[src/rtl/vector_mem_loader.sv]
// Start-switch debounce plus word loader that fills the processor data memory while holding it in reset.
// Optional build macro LOADER_CHECKSUM_EN adds a running 32-bit sum of loaded words on the checksum port.
module vector_mem_loader #(
    parameter int DATA_WIDTH      = 32,
    parameter int ADDR_WIDTH      = 16,
    parameter int NUM_WORDS       = 1024,
    parameter int DEBOUNCE_CYCLES = 4
) (
    input  logic                  clk,
    input  logic                  rst,
    input  logic                  switchStart,
    input  logic                  src_valid,
    input  logic [DATA_WIDTH-1:0] src_data,
    output logic                  src_ready,
    output logic                  mem_we,
    output logic [ADDR_WIDTH-1:0] mem_addr,
    output logic [DATA_WIDTH-1:0] mem_wdata,
    output logic                  proc_rst,
    output logic                  proc_start,
    output logic                  busy,
    output logic                  done,
    output logic [31:0]           checksum
);
    localparam int CNT_W = $clog2(NUM_WORDS + 1);
    localparam int DB_W  = $clog2(DEBOUNCE_CYCLES + 1);

    typedef enum logic [1:0] {S_IDLE, S_LOAD, S_RELEASE, S_RUN} state_t;
    state_t r_state, w_next;

    logic            r_sync1, r_sync2, r_stable, r_stable_d, r_start_req;
    logic [DB_W-1:0] r_db_cnt;

    always_ff @(posedge clk) begin
        if (rst) begin
            r_sync1     <= 1'b0;
            r_sync2     <= 1'b0;
            r_stable    <= 1'b0;
            r_stable_d  <= 1'b0;
            r_db_cnt    <= '0;
            r_start_req <= 1'b0;
        end else begin
            r_sync1     <= switchStart;
            r_sync2     <= r_sync1;
            r_stable_d  <= r_stable;
            r_start_req <= r_stable & ~r_stable_d;
            if (r_sync2 == r_stable) begin
                r_db_cnt <= '0;
            end else if (r_db_cnt == DB_W'(DEBOUNCE_CYCLES - 1)) begin
                r_stable <= r_sync2;
                r_db_cnt <= '0;
            end else begin
                r_db_cnt <= r_db_cnt + DB_W'(1);
            end
        end
    end

    logic [CNT_W-1:0] r_count;
    logic             w_beat, w_last, w_enter_load;

    assign w_beat       = src_valid && src_ready;
    assign w_last       = (r_count == CNT_W'(NUM_WORDS - 1));
    assign w_enter_load = r_start_req && (r_state == S_IDLE || r_state == S_RUN);

    always_ff @(posedge clk) begin
        if (rst) r_state <= S_IDLE;
        else     r_state <= w_next;
    end

    always_comb begin
        w_next    = r_state;
        src_ready = 1'b0;
        proc_rst  = 1'b1;
        busy      = 1'b0;
        done      = 1'b0;
        case (r_state)
            S_IDLE: if (r_start_req) w_next = S_LOAD;
            S_LOAD: begin
                src_ready = 1'b1;
                busy      = 1'b1;
                if (w_beat && w_last) w_next = S_RELEASE;
            end
            S_RELEASE: begin
                proc_rst = 1'b0;
                busy     = 1'b1;
                w_next   = S_RUN;
            end
            S_RUN: begin
                proc_rst = 1'b0;
                done     = 1'b1;
                if (r_start_req) w_next = S_LOAD;
            end
            default: w_next = S_IDLE;
        endcase
    end

    logic                  r_mem_we, r_proc_start;
    logic [ADDR_WIDTH-1:0] r_mem_addr;
    logic [DATA_WIDTH-1:0] r_mem_wdata;

    // Write port is registered: a beat at edge N is presented during cycle N..N+1.
    always_ff @(posedge clk) begin
        if (rst) begin
            r_mem_we     <= 1'b0;
            r_mem_addr   <= '0;
            r_mem_wdata  <= '0;
            r_count      <= '0;
            r_proc_start <= 1'b0;
        end else begin
            r_mem_we     <= w_beat;
            r_proc_start <= (r_state == S_RELEASE);
            if (w_enter_load) begin
                r_count    <= '0;
                r_mem_addr <= '0;
            end else if (w_beat) begin
                r_mem_addr  <= ADDR_WIDTH'(r_count);
                r_mem_wdata <= src_data;
                r_count     <= r_count + CNT_W'(1);
            end
        end
    end

    assign mem_we     = r_mem_we;
    assign mem_addr   = r_mem_addr;
    assign mem_wdata  = r_mem_wdata;
    assign proc_start = r_proc_start;

`ifdef LOADER_CHECKSUM_EN
    logic [31:0] r_checksum;

    always_ff @(posedge clk) begin
        if (rst || w_enter_load) r_checksum <= '0;
        else if (w_beat)         r_checksum <= r_checksum + 32'(src_data);
    end

    assign checksum = r_checksum;
`else
    assign checksum = '0;
`endif

endmodule

[config.mk]
export PLATFORM = sky130hd
export DESIGN_NAME = vector_mem_loader
export DESIGN_NICKNAME = d
export VERILOG_FILES = /design/src/rtl/vector_mem_loader.sv
export SDC_FILE = /design/constraint.sdc
export NUM_CORES = 1
export LEC_CHECK = 0
export CAP_MARGIN = 10
export CORE_MARGIN = 4
export CORE_UTILIZATION = 45
export DETAILED_ROUTE_END_ITERATION = 16
export GPL_TIMING_DRIVEN = 0
export PLACE_DENSITY = 0.81
export SLEW_MARGIN = 20
export SYNTH_ARGS = -nofsm -noshare
export SYNTH_HDL_FRONTEND = slang
export SYNTH_SLANG_ARGS = --single-unit
[constraint.sdc]
create_clock -name clk -period 3.5 [get_ports clk]
set_clock_uncertainty 0.15 [all_clocks]
set_input_delay 0.525 -clock clk [delete_from_list [all_inputs] [get_ports clk]]
set_output_delay 0.525 -clock clk [all_outputs]
set_load 0.05 [all_outputs]
=== Word level (Yosys, flattened, before mapping) ===
Index checks and enable logic that the tools add are counted.

* Output and inout bits: 86
* Input bits: 36
* Register bits: 66
* Word-level logic and storage cells: 46

* Equality and inequality tests: 8
* Bitwise operators: 4
* Add/sub/neg operators: 2
* Reductions and logical operators: 13
* Muxes and demuxes: 7

{| class="wikitable"
|+ Operators by type and width
! kind !! number
|-
| 11-bit by 1-bit adder with 11-bit output, second input constant || 1
|-
| 11-bit by 10-bit == test with 1-bit output, second input constant || 1
|-
| 2-bit OR reduction || 4
|-
| 2-bit case mux with 3 select lines || 1
|-
| 2-bit AND reduction || 3
|-
| 2-bit == test, second input constant || 2
|-
| 1-bit two-way mux || 4
|-
| 2-bit two-way mux || 2
|-
| 3-bit by 1-bit adder with 3-bit output, second input constant || 1
|-
| 3-bit by 2-bit == test with 1-bit output, second input constant || 1
|-
| 1-bit logical AND || 3
|-
| 1-bit inverter || 3
|-
| 3-bit OR reduction || 1
|-
| 2-bit by 1-bit == test with 1-bit output, second input constant || 1
|-
| 2-bit logical NOT || 1
|-
| 2-bit by 1-bit != test with 1-bit output, second input constant || 1
|-
| 2-bit != test, second input constant || 1
|-
| 1-bit bitwise AND || 1
|-
| 1-bit == test || 1
|-
| 1-bit logical OR || 1
|}

=== Depth between registers and ports, before layout ===
Gate-level depths: netlist (run 1).

* Depth in word-level cells: 6
* Mapped depth: 8
* Depth with buffers taken out: 6

=== Worst setup path before layout (run 1) ===
OpenSTA, ideal clock, no wires.

* Kind: flip-flop to output port
* From: reg r_state[0]
* To: out proc_rst
* Arrival time: 1439 ps
* Slack: 1386 ps
* Required time: 2825 ps
* Cell stages (with the launch flop): 3
* Cell sequence: dfxtp_1 > ha_1 > nor2_1

* Cells in the longest elaborated chain, start to end: 3
* Elaborated cells between the ends (all ways): 4

{| class="wikitable"
|+ Ends and longest elaborated chain
! element !! line !! source
|-
| from (decl) || 28 || <nowiki>state_t r_state, w_next;</nowiki>
|-
| from (signal assigned) || 66 || <nowiki>else r_state <= w_next;</nowiki>
|-
| 2-bit == test || 75 || <nowiki>case (r_state)</nowiki>
|-
| 2-bit OR reduction (no source line) * || - ||
|-
| 1-bit two-way mux * || 75 ||
|-
| to (decl) || 18 || <nowiki>output logic proc_rst,</nowiki>
|}

Every way passes the cells marked *; elsewhere a longest branch is shown, timed or not.

=== Worst setup path after layout (run 1) ===
* From: reg r_state[0]
* To: out busy

* Cells in the longest elaborated chain, start to end: 3
* Elaborated cells between the ends (all ways): 4

{| class="wikitable"
|+ Ends and longest elaborated chain
! element !! line !! source
|-
| 2-bit == test / 2-bit by 1-bit == test with 1-bit output (equally long branches) || 75 ||
|-
| 2-bit OR reduction (no source line) * || - ||
|-
| 1-bit two-way mux * || 75 ||
|-
| to (decl) || 20 || <nowiki>output logic busy,</nowiki>
|}

Marked as above.

==> results_dict.tcl, run 1 <==
set metrics [dict create \
    area_growth_pct 42.3 \
    fin_ws_ns 0.725 \
    drive_gt1_share_pct 23.4 \
    vias_per_cell 4.41 \
    synth_top_area_cell "dfxtp_1" \
    finalCritPeriodShare_pct 79.3 \
    ys_async_sr_fraction_pct 0 \
    cts_resized 0 \
    rsz0062_at_grt "false" \
    overflow 0 \
    finalMaxSlewViolations 0 \
    die_w_um 88.5 \
    slew_headroom_pct 56.4 \
    grt_max_degree 11 \
    worstPathMaxFanout 5 \
    holdBufCountCts 0 \
    cp-start-kind "flip-flop" \
    ys.warnings.count 0 \
    tightest_slew_ns 0.653 \
    postRouteAntennaNets 0 \
    yosys-top-cells-count "70 x nand2_1, 66 x dfxtp_1, 38 x buf_4" \
    die_h_um 88.5 \
    drc 0 \
    yosysUniqueCellTypes 37 \
    syn_area_um2 2920 \
    status "completed" \
    synth_top_area_share_pct 45.3 \
    period_minus_slack_ns 2.77 \
    final_nets 503 \
    critical_path_class "flip-flop to output pin" \
    dpl.hpwl_um 4720 \
    max_freq_mhz 360 \
    root_buffer "clkbuf_8" \
    synth_enable_flop_cells 0 \
    initial_core_util_pct 46.2 \
    power_density_nw_per_um2 556 \
    final_util_pct 65.8 \
    finalSetupViolations 0 \
    io_pins 122 \
    dp_slack_ns 1.07 \
    synth.avg_cell_area_um2 8.82 \
    grt_pass1_wl_um 10300 \
    maxCapViolations 0 \
    wl_um 6280 \
    fin_area_um2 4150 \
    critPathCaptureType "output pin" \
    first_pass_iters 4 \
    ys_seq_area_share_pct 45.3 \
    gp_congestion 0.825 \
    cts_num_sinks 66 \
    htree_levels 3 \
    hold_class "flip-flop to flip-flop" \
    antenna_found_initial 0 \
    wl_per_cell_um 11.6 \
    drtIter0Drc 45 \
    synthesis.instances 331 \
    cts_buffers 9 \
    num_antenna_cells 0 \
    worstPathArrival_ns 2.10 \
    clockBufferDepth 2 \
    die_area_um2 7840 \
    p_leak_nw 1.62 \
    insertion_delay_ns 0.33 \
    coreArea_um2 6310 \
    yosysMostFrequentCell "nand2_1" \
    vdd_drop_max_mv 0.423 \
    synth_seq_cells 66 \
    vias 2391 \
    fillerInstances 536 \
    cp.required_ns 2.82 \
    synth_flop_cell "dfxtp_1" \
    p_total_w 0.00231 \
    clkTransAtPathRegs_ns 0.06 \
    hold_viol_final 0 \
    rows 29 \
    placed_area_um2 3980 \
    io_buffers 83 \
    cts_setup_buffers 0 \
    tritoncts "done" \
    grt_pass1_vias 2236 \
    grt_usage_pct 16.8 \
    timing.setup.tns_ns 0 \
    synth.area.top_cells "dfxtp_1 45%, buf_4 9.8%, nand2_1 9.0%" \
]
==> state kept, by name (all words and copies together) (netlist names) <==
register / cells
r_sync2: 1
r_start_req: 1
r_state: 2
r_count: 11
mem_we: 1
mem_addr: 11
proc_start: 1
r_sync1: 1
r_db_cnt: 3
mem_wdata: 32
r_stable: 1
r_stable_d: 1
==> where the power goes <==
group	switching (W)	leakage (nW)	internal, W	total [W]
Sequential	0.0000413	0.534	0.000813	0.000854
Clock	0.000272	0.0855	0.000291	0.000563
Combinational	0.000588	0.999	0.000304	0.000891
==> cell type report <==
cell class                      count  area, µm²  share of cell area, %
Multi-Input combinational cell    242       1330                   31.9
Sequential cell                    66       1320                   31.8
Timing Repair Buffer               83        831                   20.0
Buffer                             53        384                   9.25
Clock buffer                       13        159                   3.83
Tap cell                           77       96.3                   2.32
Inverter                            6       22.5                  0.542
Clock inverter                      2       12.5                  0.301
==> cell usage in the layout, fill, tap and decap left out, types with 2 or more instances in the layout <==
cell and n:
a21oi_1 24, a21oi_2 22, and3_1 2, and4_1 2
buf_2 4, buf_4 38, buf_6 2, buf_8 2
clkbuf_1 9, clkbuf_8 11, clkdlybuf4s50_1 83, conb_1 37
dfxtp_1 66, ha_1 6, inv_1 4, inv_2 2
nand2_1 70, nand2_2 21, nand3_1 6, nand4_1 3
nor2_1 16, nor2b_1 6, o21ai_0 2, or3_1 2
xnor2_1 4, xor2_1 6
==> worst max-delay path, cell delays in order (launching register included) <==
cell and delay, ns:
dfxtp_1 0.38, inv_1 0.06, ha_1 0.39, inv_2 0.12, clkdlybuf4s50_1 0.83
==> logic make-up (layout without fill, tap and decap cells) <==
kind of cell    count (synthesis)  in the layout  share of synthesized area (%)
compound gates                 54             54                           13.2
fa+ha+maj                       6              6                           2.57
buf+inv                        59            157                           13.9
simple gates                  134            134                           21.5
mux                             1              1                          0.343
flops                          66             66                           45.3
xor+xnor                       10             10                           3.00
other cells                     1             37                          0.128
==> stage by stage <==
step	std cells	hold slack, ns
floorplan	367	0.217
global placement	527	0.222
detailed placement	527	0.224
CTS	542	0.233
global route	542	0.253
finish	542	0.230
==> layer usage <==
| metal | part of all wire, % | global-route usage (%) | routed length [µm] |
|---|---|---|---|
| met3 | 9.1 | 5.77 | 570 |
| met4 | 1.7 | 7.97 | 109 |
| met2 | 47 | 26.8 | 2920 |
| met5 | 0 | 0 | 0 |
| met1 | 43 | 20.3 | 2680 |
==> path summary, 6_finish.rpt <==
| check | cells after the start | slack, ns | to | from |
|---|---|---|---|---|
| setup / recovery | 4 | 0.73 | busy | r_state[0] |
| hold / removal | 1 | 0.23 | r_start_req | r_stable_d |
| setup reg to reg | 8 | 1.68 | mem_wdata[31] | r_state[1] |
| hold reg to reg | 1 | 0.23 | r_start_req | r_stable_d |
No activity file was read; power rests on OpenSTA's default activity.
==> run 2: changes to the inputs <==
--- a/config.mk
+++ b/config.mk
@@ -7,10 +7,10 @@
 export LEC_CHECK = 0
 export CAP_MARGIN = 10
 export CORE_MARGIN = 4
-export CORE_UTILIZATION = 45
+export CORE_UTILIZATION = 43
 export DETAILED_ROUTE_END_ITERATION = 16
 export GPL_TIMING_DRIVEN = 0
-export PLACE_DENSITY = 0.81
+export PLACE_DENSITY = 0.78
 export SLEW_MARGIN = 20
 export SYNTH_ARGS = -nofsm -noshare
 export SYNTH_HDL_FRONTEND = slang
==> constraint.sdc (replaced) <==
create_clock -name clk -period 2.7 [get_ports clk]
set_clock_uncertainty 0.15 [all_clocks]
set_input_delay 0.405 -clock clk [delete_from_list [all_inputs] [get_ports clk]]
set_output_delay 0.405 -clock clk [all_outputs]
set_load 0.05 [all_outputs]
==> run 2 against run 1 <==
Effect of this change: register-to-register slack lost 0.81 ns; power increased by 34%; clock power rose by 47%; die area grew 4.2%; hold slack worse by 0.0034 ns; sequential share of layout area fell by 0.26 points; core utilization shrank 0.96 points; sequential power rose by 30%; clock-buffer cell count is 4 lower; first-iteration DRC count is 110% higher; flip-flop and latch count unchanged; non-clock buffer count is the same.
==> results_dict.tcl, run 2 (synthesis gave the netlist of run 1 again) <==
set metrics [dict create \
    rsz0062_at_grt "false" \
    grt_pass1_vias 2418 \
    wl_um 6600 \
    die_w_um 90.4 \
    whs_ns 0.226 \
    final_common_cell "clkdlybuf4s50_1" \
    antenna_found_initial 0 \
    htree_levels 3 \
    tightest_slew_ns 0.685 \
    status "completed" \
    power_density_nw_per_um2 739 \
    root_buffer "clkbuf_8" \
    worstPathArrival_ns 1.98 \
    gp_congestion 0.789 \
    vias 2433 \
    postRouteAntennaNets 0 \
    clkTransAtPathRegs_ns 0.08 \
    first_pass_iters 6 \
    finalCritPeriodShare_pct 93.8 \
    initial_core_util_pct 45.2 \
    tritoncts "done" \
    grt_max_degree 14 \
    p_leak_nw 1.65 \
    rows 29 \
    clockBufferDepth 2 \
    drtIter0Drc 93 \
    slew_headroom_pct 54.3 \
    drive_gt1_share_pct 24.0 \
    num_antenna_cells 0 \
    finalSetupViolations 0 \
    overflow 0 \
    coreArea_um2 6460 \
    final_cells 543 \
    cp.required_ns 2.14 \
    grt_usage_pct 16.8 \
    area_growth_pct 43.4 \
    worstPathMaxFanout 9 \
    dpl.hpwl_um 5070 \
    wl_per_cell_um 12.2 \
    fillerInstances 569 \
    max_freq_mhz 395 \
    final_cell_mix "82 x clkdlybuf4s50_1, 70 x nand2_1, 66 x dfxtp_1, 38 x buf_4, 37 x conb_1" \
    drc 0 \
    finalMaxSlewViolations 0 \
    critPathCaptureType "output pin" \
    largest_reg_flops 32 \
    period_minus_slack_ns 2.53 \
    cp-start-kind "flip-flop" \
    final_nets 503 \
    cts_num_sinks 66 \
    vdd_drop_max_mv 0.350 \
    insertion_delay_ns 0.34 \
    io_buffers 83 \
    grt_pass1_wl_um 11100 \
    dpl.cell_count 527 \
    hold_viol_final 0 \
    hold_class "flip-flop to flip-flop" \
    vias_per_cell 4.48 \
    io_pins 122 \
    p_total_w 0.00309 \
    cts_setup_buffers 0 \
    die_h_um 90.4 \
    die_area_um2 8170 \
    critical_path_class "flip-flop to output pin" \
    cts_buffers 9 \
    timing.setup.tns_ns 0 \
    maxCapViolations 0 \
]
==> run 2: cell type report <==
class / count / area [µm²] / share of cell area [%]
repair buffers: 83 / 833 / 19.9
flip-flops and latches: 66 / 1320 / 31.6
inverters: 6 / 22.5 / 0.538
well taps: 77 / 96.3 / 2.30
clock inverters: 7 / 78.8 / 1.88
clock buffers: 9 / 124 / 2.96
plain buffers: 53 / 384 / 9.18
multi-input cells: 242 / 1330 / 31.7
==> run 2: per-layer routing <==
metal	part of all wire (%)	track usage (%)	vias up
li1	-	-	1257
met1	41	19.1	1083
met2	49	28.3	83
met3	7.4	5.08	10
met4	1.8	8.67	0
met5	0	0	-
==> run 2: power breakdown <==
group          total [W]  leakage (nW)  internal, W  switching, W
logic            0.00116          1.01     0.000392      0.000767
registers        0.00111         0.534      0.00105     0.0000540
clock network   0.000828         0.104     0.000434      0.000394
total            0.00309          1.65      0.00188       0.00121
==> run 2: through the flow <==
stage | util, % | worst slack, ns | instance area, µm²
5_1_grt | 64.8 | 0.0571 | 4190
3_3_place_gp | 61.6 | 0.422 | 3980
2_1_floorplan | - | 0.706 | 3050
3_5_place_dp | 61.6 | 0.396 | 3980
6_report | 64.8 | 0.167 | 4190
4_1_cts | 64.8 | 0.0187 | 4180
==> run 2: path summary, 6_finish.rpt <==
check,start,endpoint,slack (ns),cells past startpoint
setup reg to reg,r_state[1],mem_wdata[5],0.87,8
setup / recovery,r_state[1],src_ready,0.17,3
hold reg to reg,r_stable_d,r_start_req,0.23,1
hold / removal,r_stable_d,r_start_req,0.23,1
==> run 2: timing repair <==
action                     CTS  global route
setup endpoints to repair    0             1
resized for setup            0             1
hold buffers                 0             0
==> run 2: worst max-delay path, cell delays in order (launching register included) <==
cell and delay (ns):
dfxtp_1 0.35, inv_1 0.07, ha_1 0.35, clkdlybuf4s50_1 0.88
==> run 3: changes to the inputs <==
--- a/config.mk
+++ b/config.mk
@@ -7,11 +7,10 @@
 export LEC_CHECK = 0
 export CAP_MARGIN = 10
 export CORE_MARGIN = 4
-export CORE_UTILIZATION = 43
+export CORE_UTILIZATION = 40
 export DETAILED_ROUTE_END_ITERATION = 16
 export GPL_TIMING_DRIVEN = 0
-export PLACE_DENSITY = 0.78
-export SLEW_MARGIN = 20
+export PLACE_DENSITY = 0.73
 export SYNTH_ARGS = -nofsm -noshare
 export SYNTH_HDL_FRONTEND = slang
 export SYNTH_SLANG_ARGS = --single-unit
==> run 3 against run 2 <==
Effect of this change: sequential power hardly changed; global-route usage decreased by 1.6 points; clock power increased by 2%; design area is 0.63% higher; first-iteration DRC count fell by 37%; die area up 6.8%; combinational power hardly changed; wire length shrank 1.4%.
==> results_dict.tcl, run 3 (synthesis gave the netlist of run 1 again) <==
set metrics [dict create \
    root_buffer "clkbuf_8" \
    clockBufferDepth 2 \
    dpl.cell_count 546 \
    grt_usage_pct 15.1 \
    dp_slack_ns 0.405 \
    rrSetupSlack_ns 0.91 \
    io_pins 122 \
    critPathCaptureType "output pin" \
    first_pass_iters 4 \
    die_area_um2 8730 \
    status "completed" \
    cp.required_ns 2.14 \
    hold_class "flip-flop to flip-flop" \
    period_minus_slack_ns 2.48 \
    worstReg2RegStart "r_state[0]" \
    timing.setup.tns_ns 0 \
    drive_gt1_share_pct 23.8 \
    finalCritPeriodShare_pct 91.8 \
    coreArea_um2 6940 \
    tightest_slew_ns 0.684 \
    cp-start-kind "flip-flop" \
    worstHoldStart "r_stable_d" \
    grt_pass1_vias 2339 \
    num_antenna_cells 0 \
    drtIter0Drc 59 \
    grt_pass1_wl_um 10500 \
    power_density_nw_per_um2 738 \
    wl_per_cell_um 11.6 \
    worstPathArrival_ns 1.92 \
    p_total_w 0.00311 \
    vias 2430 \
    finalSetupViolations 0 \
    vias_per_cell 4.32 \
    dpl.hpwl_um 5060 \
    r2r_end "mem_addr[7]" \
    grt_max_degree 12 \
    postRouteAntennaNets 0 \
    hold_viol_final 0 \
    finalMaxSlewViolations 0 \
    slew_headroom_pct 54.4 \
    insertion_delay_ns 0.34 \
    htree_levels 3 \
    max_freq_mhz 404 \
    final_nets 503 \
    critical_path_class "flip-flop to output pin" \
    overflow 0 \
    fillerInstances 610 \
    drc 0 \
    worstPathMaxFanout 9 \
    initial_core_util_pct 42.0 \
    antenna_found_initial 0 \
    cts_setup_buffers 0 \
    clkTransAtPathRegs_ns 0.06 \
    whs_endpoint "r_start_req" \
    maxCapViolations 0 \
    rsz0062_at_grt "false" \
    p_leak_nw 1.64 \
    area_growth_pct 44.3 \
    whs_ns 0.244 \
    holdBufCountCts 0 \
    fin_ws_ns 0.222 \
    gp_congestion 0.741 \
    hold_depth 1 \
    cts_resized 0 \
    vdd_drop_max_mv 0.382 \
    cts_num_sinks 66 \
    io_buffers 83 \
    largest_reg_flops 32 \
    rows 30 \
    die_h_um 93.4 \
    final_common_cell "clkdlybuf4s50_1" \
    die_w_um 93.4 \
    final_cell_mix "82 x clkdlybuf4s50_1, 70 x nand2_1, 66 x dfxtp_1, 38 x buf_4, 37 x conb_1" \
    wl_um 6500 \
    tritoncts "done" \
    final_cells 562 \
    cts_buffers 9 \
    ff2ff_path_depth 5 \
]
run 3: changes by cell type in the layout (fill, tap and decap cells not counted), sizes merged:
cell / previous run / this run
clkinvlp: 0 / 2
inv: 7 / 6
clkbuf: 16 / 19
clkinv: 5 / 1
run 3: cell type report:
cell class | count | area, µm² | share of cell area [%]
repair buffers | 83 | 833 | 19.8
inverters | 6 | 22.5 | 0.535
plain buffers | 53 | 384 | 9.12
flip-flops and latches | 66 | 1320 | 31.4
clock buffers | 12 | 155 | 3.68
well taps | 96 | 120 | 2.85
clock inverters | 4 | 50.0 | 1.19
multi-input cells | 242 | 1330 | 31.5
run 3: per-layer routing:
layer	wire [µm]	GRT usage [%]	part of all wire, %
met3	452	4.83	6.9
met4	85	5.86	1.3
met1	2700	16.9	42
met2	3270	26.4	50
met5	0	0	0
run 3: critical path, cell delays in order, from the launching register on:
cell and delay [ns]:
dfxtp_1 0.37, ha_1 0.35, clkdlybuf4s50_1 0.87
run 3: how the worst max path moves through the flow:
stage / from / depth (start not counted) / slack [ns] / end
3_5_place_dp: r_state[0] / 4 / 0.40 / busy
4_1_cts: r_state[0] / 4 / 0.03 / busy
3_3_place_gp: r_state[0] / 4 / 0.41 / busy
2_1_floorplan: r_state[0] / 2 / 0.71 / proc_rst
5_1_grt: r_state[0] / 4 / 0.11 / proc_rst
6_report: r_state[0] / 2 / 0.22 / src_ready
run 3: where the power goes:
part,switching (W),leakage (nW),internal (W)
Combinational,0.000766,1.01,0.000393
Sequential,0.0000513,0.534,0.00105
Clock,0.000368,0.0986,0.000476
run 3: stage by stage:
stage | util (%) | instance area, µm²
finish | 60.7 | 4210
global route | 60.7 | 4210
CTS | 60.6 | 4210
detailed placement | 57.7 | 4010
global placement | 57.7 | 4010
floorplan | - | 3050
==> RTL edit: new RTL, flow settings as in run 3 <==
Change the parameter `DATA_WIDTH` from 32 to 48.
--- a/src/rtl/vector_mem_loader.sv
+++ b/src/rtl/vector_mem_loader.sv
@@ -1,7 +1,7 @@
 // Start-switch debounce plus word loader that fills the processor data memory while holding it in reset.
 // Optional build macro LOADER_CHECKSUM_EN adds a running 32-bit sum of loaded words on the checksum port.
 module vector_mem_loader #(
-    parameter int DATA_WIDTH      = 32,
+    parameter int DATA_WIDTH      = 48,
     parameter int ADDR_WIDTH      = 16,
     parameter int NUM_WORDS       = 1024,
     parameter int DEBOUNCE_CYCLES = 4
Ports: changed (resized mem_wdata and src_data); port bits go from 122 to 154. The function was not compared with the original's and may differ.
==> RTL edit against run 3 <==
  * Synthesized area grew 18%
  * Non-clock buffer count grew 38
  * Fmax shrank 3.2%
  * Setup slack lost 0.082 ns
  * Sequential cell count grew 16
  * Critical path depth grew 2
  * Total power grew 25%
  * Wire length grew 28%
  * Clock power grew 29%
  * Cell area grew 22%
  * Highest routed layer unchanged
==> RTL edit: results (changes against run 3) <==
• clk buf depth: 2, unchanged
• cell-internal power: 2.476 mW, was 1.922 mW
• ratio of routed vias to standard cells: 4.460, was 4.324
• Largest stage delay, worst path: 0.79 ns, was 0.87 ns
• wire length of the first global-routing pass: 13630 um, was 10470 um
• overall routed net length: 8328 um, was 6504 um
• fraction of the yosys area taken by sequential cells: 47.50%, was 45.26%
• flip-flop count of the largest register after layout: 48, was 32
• DRC violation total after the first TritonRoute iteration: 64, was 59
• Mapped Avg Cell Area: 8.661 um^2, was 8.819 um^2
• share of power burned in the clock network: 28.0%, was 27.2%
• maximum number of pins on one net before global-route repair: 14, was 12
• reported leakage power: 1.984 nW, was 1.644 nW
• maximum net fanout on the critical path: 5, was 9
• number of port buffers: 116, was 83
• Worst Setup Slack post-DPL: 0.4954 ns, was 0.4047 ns
• arrival time of data at the critical path endpoint: 2.00 ns, was 1.92 ns
• most used standard cells in the synthesized netlist: 103 x sky130_fd_sc_hd__nand2_1, 82 x sky130_fd_sc_hd__dfxtp_1, 42 x sky130_fd_sc_hd__a21oi_1, 38 x sky130_fd_sc_hd__buf_4, was 70 x sky130_fd_sc_hd__nand2_1, 66 x sky130_fd_sc_hd__dfxtp_1, 38 x sky130_fd_sc_hd__buf_4, 24 x sky130_fd_sc_hd__a21oi_1, 22 x sky130_fd_sc_hd__a21oi_2
• result of the run: complete, no violations, unchanged
• layout cell share with drive strength beyond 1: 19.58%, was 23.82%
• final net count: 620, was 503
• number of distinct standard cells referenced by the synthesized netlist: 34, was 37
• first-pass detailed-route iteration total: 4, unchanged
• global placement routability congestion: 0.7920, was 0.7408
• placed standard-cell area: 0.004883 mm^2, was 0.004005 mm^2
• routed wire length per instance: 12.39 um, was 11.57 um
• reg2reg setup slack: 0.86 ns, was 0.91 ns
• Detailed Place HPWL: 6436 um, was 5064 um
• clock input transition at the sequential cells of the worst setup and hold paths: 0.08 ns, was 0.06 ns
• initial antenna violation count: 0, unchanged
• vias in the first global route: 3033, was 2339
• cells on worst reg2reg path: 6, was 5
• power consumed by sequential cells: 1.38 mW, was 1.11 mW
• maximum VDD drop: 0.0003794 V, was 0.0003825 V
• placed cell count: 656, was 546
-- RTL edit: changes by cell type in the layout (fill, tap and decap cells not counted), sizes merged, moves of 3 or more --
cell	run 3	this run
buf	46	52
o21ai	4	1
a21oi	47	63
dfxtp	66	82
nand2	91	125
clkdlybuf4s50	82	116
-- RTL edit: per-layer routing --
layer	GRT usage (%)	part of all wire, %	vias to the layer above
li1	-	-	1534
met5	0	0	-
met3	8.720	12	10
met4	5.726	1.2	0
met1	18.11	38	1353
met2	27.85	48	100
-- RTL edit: layout make-up --
| type | instances | area (um^2) |
|---|---|---|
| fillers | 740 | 3164 |
| flip-flops and latches | 82 | 1642 |
| multi-input cells | 289 | 1495 |
| repair buffers | 116 | 1161 |
| plain buffers | 58 | 431.7 |
| clock buffers | 11 | 151.4 |
| well taps | 105 | 131.4 |
| clock inverters | 5 | 100.1 |
| inverters | 6 | 22.52 |
-- RTL edit: worst max path at each step --
stage / endpoint / slack (ns)
after floorplan: proc_rst / 0.72
after CTS: busy / 0.11
after global routing: busy / 0.03
final: busy / 0.14
after detailed placement: busy / 0.50
after global placement: busy / 0.50
-- RTL edit: worst max-delay path, delay by kind of cell (launching register included) --
family                   cells  cell delay [ns]
buffers and inverters        3             0.94
flip-flops                   1             0.36
adder cells (fa/ha/maj)      1             0.36
-- RTL edit: cells by family (layout without fill, tap and decap cells) --
group                      count (synthesis)  in the layout  synth area share [%]
and+or+nand+nor                          166            166                 21.54
DFF                                       82             82                 47.50
AOI/OAI and AO/OA                         69             69                 12.71
buffers and inverters                     64            196                 13.14
xor gates and xnor gates                  10             10                 2.534
adders and majority gates                  6              6                 2.172
other                                      1             37                0.1085
muxes                                      1              1                0.2897
